<file path="src/rtl/ex_div.sv">
// Multi-cycle 32-bit DIV/DIVU unit for the EX stage: one restoring radix-2 step per cycle,
// stalls the pipeline while busy and holds {remainder, quotient} for HI/LO until consumed.
module ex_div (
    input  logic        clk_i,
    input  logic        rst_n_i,
    input  logic        start_i,
    input  logic        signed_i,
    input  logic [31:0] dividend_i,
    input  logic [31:0] divisor_i,
    input  logic        annul_i,
    output logic [63:0] result_o,
    output logic        ready_o,
    output logic        stall_o
);

    localparam logic [1:0] S_IDLE   = 2'd0;
    localparam logic [1:0] S_BYZERO = 2'd1;
    localparam logic [1:0] S_ON     = 2'd2;
    localparam logic [1:0] S_END    = 2'd3;

    logic [1:0]  state;
    logic [4:0]  cnt;
    logic        sgn, neg_a, neg_b;
    logic [31:0] rem, quo, dvsr;
    logic [63:0] result;

    logic [31:0] abs_a, abs_b;
    logic [32:0] trial, diff;
    logic [31:0] step_rem, step_quo, fin_rem, fin_quo;

    // quo starts as |dividend| and fills with quotient bits from the LSB as the
    // dividend bits are shifted out of its MSB into the partial remainder.
    always_comb begin
        abs_a    = (signed_i && dividend_i[31]) ? -dividend_i : dividend_i;
        abs_b    = (signed_i && divisor_i[31])  ? -divisor_i  : divisor_i;
        trial    = {rem, quo[31]};
        diff     = trial - {1'b0, dvsr};
        step_quo = {quo[30:0], ~diff[32]};
        step_rem = diff[32] ? trial[31:0] : diff[31:0];
        fin_quo  = (sgn && (neg_a ^ neg_b)) ? -step_quo : step_quo;
        fin_rem  = (sgn && neg_a) ? -step_rem : step_rem;
    end

    always_ff @(posedge clk_i or negedge rst_n_i) begin
        if (!rst_n_i) begin
            state  <= S_IDLE;
            cnt    <= 5'd0;
            sgn    <= 1'b0;
            neg_a  <= 1'b0;
            neg_b  <= 1'b0;
            rem    <= 32'd0;
            quo    <= 32'd0;
            dvsr   <= 32'd0;
            result <= 64'd0;
        end else if (annul_i) begin
            state  <= S_IDLE;
            cnt    <= 5'd0;
            result <= 64'd0;
        end else begin
            case (state)
                S_IDLE: if (start_i) begin
                    sgn    <= signed_i;
                    neg_a  <= signed_i & dividend_i[31];
                    neg_b  <= signed_i & divisor_i[31];
                    rem    <= 32'd0;
                    quo    <= abs_a;
                    dvsr   <= abs_b;
                    cnt    <= 5'd0;
                    result <= 64'd0;
                    state  <= (divisor_i == 32'd0) ? S_BYZERO : S_ON;
                end
                S_BYZERO: begin
                    result <= 64'd0;
                    state  <= S_END;
                end
                S_ON: begin
                    rem <= step_rem;
                    quo <= step_quo;
                    cnt <= cnt + 5'd1;
                    if (cnt == 5'd31) begin
                        result <= {fin_rem, fin_quo};
                        state  <= S_END;
                    end
                end
                S_END: if (!start_i) state <= S_IDLE;
                default: state <= S_IDLE;
            endcase
        end
    end

    // Reset gates the IDLE stall term so every output reads 0 while reset is held.
    always_comb begin
        case (state)
            S_IDLE:   stall_o = rst_n_i & start_i & ~annul_i;
            S_BYZERO: stall_o = 1'b1;
            S_ON:     stall_o = 1'b1;
            default:  stall_o = 1'b0;
        endcase
    end

    assign ready_o  = (state == S_END);
    assign result_o = result;

endmodule

</file>
<file path="config.mk">
export PLATFORM = sky130hd
export DESIGN_NAME = ex_div
export DESIGN_NICKNAME = d
export VERILOG_FILES = /design/src/rtl/ex_div.sv
export SDC_FILE = /design/constraint.sdc
export NUM_CORES = 1
export LEC_CHECK = 0
export CORE_ASPECT_RATIO = 0.6
export CORE_MARGIN = 2
export CORE_UTILIZATION = 55
export CTS_CLUSTER_DIAMETER = 80
export DETAILED_ROUTE_END_ITERATION = 12
export GPL_TIMING_DRIVEN = 0
export PLACE_DENSITY_LB_ADDON = 0.25
export SKIP_CTS_REPAIR_TIMING = 1
export SLEW_MARGIN = 20
export SYNTH_ARGS = -nofsm -noshare
export SYNTH_HDL_FRONTEND = slang
export SYNTH_SLANG_ARGS = --single-unit
export TNS_END_PERCENT = 100
</file>
<file path="constraint.sdc">
create_clock -name clk_i -period 5.8 [get_ports clk_i]
set_clock_uncertainty 0.2 [all_clocks]
set_input_delay 1.74 -clock clk_i [delete_from_list [all_inputs] [get_ports clk_i]]
set_output_delay 1.74 -clock clk_i [all_outputs]
set_load 0.02 [all_outputs]
</file>
==> flow_metrics.tcl <==
set metrics [dict create \
    grt_start_max_net_pins 90 \
    chipHeight_um 118.5 \
    initial_core_util_pct 56.58 \
    post-route-min-period_ns 5.673 \
    synth.yosys.seq_area_share_pct 35.40 \
    cts_root_buf "clkbuf_16" \
    whs_ns 0.2769 \
    syn-cell-area_mm2 0.01202 \
    clkLatencyLatePin_ns 0.46 \
    final_net_count 1770 \
    grt_overflow 0 \
    preCtsSetupSlack_ns -0.5509 \
    synth_nets 1604 \
    avgRoutedWirePerCell_um 20.48 \
    worst_ep_arrival_time_ns 5.79 \
    die-area_mm2 0.02309 \
    holdPathEnd "result_o[29]" \
    number_of_synthesis_warnings 0 \
    postSynth.asyncResetShare_pct 100.0 \
    critical_path_required_ns 5.92 \
    synthesis.area_per_instance_um2 8.054 \
    power.density_cell_area_mw_per_mm2 653.0 \
    finalHoldViolCount 0 \
    cts_buffers 17 \
    coreArea_mm2 0.02124 \
    synth_ff_type "dfrtp_1" \
    timing.final.max_slew_violations 0 \
    synth.largest_area_cell "dfrtp_1" \
    critical_path.endpoint_type "register" \
    cts.sinks 170 \
    yosys.cell_count.top_type "nand2_1" \
    grt_pass1_vias 10979 \
    syn-instance-count 1492 \
    worst_hold_path.num_cells 2 \
    diodes 0 \
    path_max_fanout 10 \
    synth_top_area_share_pct 35.40 \
    htreeDepth 4 \
    fmaxAchievable_ghz 0.1763 \
    post-route-period-util_pct 97.80 \
    drtAntennaViolNets 0 \
    drt_pass1_iterations 6 \
    worstReg2RegEnd "result_o[60]" \
    finish.instance_area_mm2 0.01451 \
    setup_viol_count_final 0 \
    synth-edff-count 0 \
    netlist_top_cells_area "dfrtp_1, o21ai_0, nand2_1" \
    synthesis_stage_register_bit_count 170 \
    worst_r2r_src "quo[31]" \
    worst_setup_hold_path_clk_slew_ns 0.07 \
    floorplan.die.width_um 194.8 \
    areaGrowthSynthToFinish_pct 20.74 \
    critPathKind "reg -> reg" \
    worstMarginPinSlew_ns 0.9115 \
    vias_per_cell 6.228 \
    placedCellCount 1905 \
    tritoncts "done" \
    worst-r2r-setup-slack_ns 0.13 \
    number_of_antenna_violations_at_the_first_check_in_global_routing 0 \
    total_leakage_power_uw 0.006117 \
    final_critical_path_setup_slack_ns 0.1274 \
    postRouteWirelength_um 39940 \
    global_route_wire_length_before_repair_um 61730 \
    buffer_ports.inserted 133 \
    max-slew-margin-rel_pct 38.67 \
    worst_hold_startpoint "result_o[29]" \
    clock_tree.buffer_depth 2 \
    critical_path.startpoint_type "register" \
    drive_above_1_share_pct 5.865 \
    detail_route.drc_violations 0 \
    post_layout_nonfiller_instances 1950 \
    first_iter_violations 1427 \
    synth.distinct_cells 80 \
    filler_cell_count 1836 \
    placedInstanceArea_mm2 0.01373 \
    globalplace.congestion 0.9742 \
    holdCritPathClass "reg -> reg" \
    num_rows 41 \
    grt_usage_pct 34.66 \
    r2r_cells 24 \
    maxCapViolations 0 \
    vias 12144 \
    worst_ir_drop_vdd_uv 446.3 \
    detailed_place_hpwl_um 31160 \
    design.portCount 135 \
    leading_post_synthesis_cells_by_instance_count "nand2_1, o21ai_0, dfrtp_1" \
    status "finished, final reports clean" \
]
-- final cells by class --
type | instances | area, um^2 | share of cell area, %
multi-input combinational | 1188 | 7298 | 50.30
sequential | 170 | 4254 | 29.32
timing repair buffer | 147 | 1464 | 10.09
clock buffer | 20 | 446.7 | 3.079
tap | 279 | 349.1 | 2.406
buffer | 70 | 306.5 | 2.113
inverter | 64 | 242.7 | 1.673
clock inverter | 12 | 147.6 | 1.018
-- where the power goes --
part           total (uW)  switching [uW]  internal [uW]
Combinational        6370            4070           2300
Clock                1200             510            686
Sequential           1910             406           1500
Total                9470            4980           4490
-- registers in the layout, summed over array words and instances, names as in the netlist --
| name | flops |
|---|---|
| dvsr | 32 |
| state | 2 |
| quo | 32 |
| cnt | 5 |
| rem | 32 |
| sgn | 1 |
| neg_a | 1 |
| neg_b | 1 |
| result_o | 64 |
-- placed cells by master (no fill, tap or decap), drive strengths merged, types with 16 or more instances in the layout --
| cell type | synthesis | final |
|---|---|---|
| xor2 | 63 | 63 |
| a31oi | 16 | 16 |
| mux2i | 40 | 40 |
| inv | 64 | 65 |
| nor4 | 19 | 19 |
| clkdlybuf4s50 | 0 | 131 |
| o21ai | 226 | 226 |
| or3 | 32 | 32 |
| nand2 | 227 | 227 |
| clkbuf | 60 | 80 |
| nor2 | 102 | 102 |
| dfrtp | 170 | 170 |
| nor3 | 43 | 43 |
| buf | 10 | 25 |
| a21oi | 116 | 116 |
| xnor2 | 67 | 67 |
| ha | 42 | 42 |
-- routing by layer --
| layer | share of wire, % | routed length, um | vias up | track usage (%) |
|---|---|---|---|---|
| li1 | - | - | 5617 | - |
| met1 | 47 | 18630 | 5797 | 54.06 |
| met2 | 39 | 15380 | 687 | 44.87 |
| met3 | 14 | 5478 | 43 | 12.56 |
| met5 | 0 | 0 | - | 0 |
| met4 | 1.1 | 449 | 0 | 6.966 |
-- worst max path at each step --
stage                     depth (start not counted)      endpoint     from
after floorplan                                  23  result_o[60]  quo[31]
after detailed placement                         23  result_o[48]  quo[31]
after CTS                                        23  result_o[48]  quo[31]
final                                            24  result_o[60]  quo[31]
after global routing                             24  result_o[60]  quo[31]
after global placement                            4       stall_o  rst_n_i
-- kinds of logic after synthesis --
| kind of cell | Yosys count | share of synthesized area [%] |
|---|---|---|
| simple gates | 509 | 19.60 |
| compound gates | 462 | 22.87 |
| flops | 170 | 35.40 |
| buf+inv | 134 | 4.415 |
| xor+xnor | 130 | 9.475 |
| mux | 44 | 3.707 |
| fa+ha+maj | 43 | 4.540 |
-- metrics by stage --
step,setup TNS [ns],total power (uW),utilization (%)
2_1_floorplan,0,6036,-
3_3_place_gp,-724.03,7672,64.49
3_5_place_dp,-4.731,7767,64.65
4_1_cts,-5.079,8987,67.44
5_1_grt,-0.05567,10070,68.32
6_report,0,9474,68.32
-- worst max-delay path, stage by stage, from the launching register on --
cell       delay, ns
dfrtp_1         0.43
inv_2           0.12
ha_1            0.17
inv_1           0.06
fa_2            0.37
a211oi_2        0.28
o211ai_2        0.20
a211oi_4        0.27
buf_4           0.19
nor3_2          0.08
o21ai_2         0.27
a21oi_4         0.15
inv_4           0.12
buf_6           0.18
buf_6           0.19
buf_8           0.18
mux2i_4         0.29
ha_4            0.20
o211ai_1        0.16
a2111oi_2       0.34
a21oi_1         0.09
o41a_1          0.53
a211oi_2        0.23
xnor2_1         0.16
o21ai_1         0.08
No activity file was read; power rests on OpenSTA's default activity.
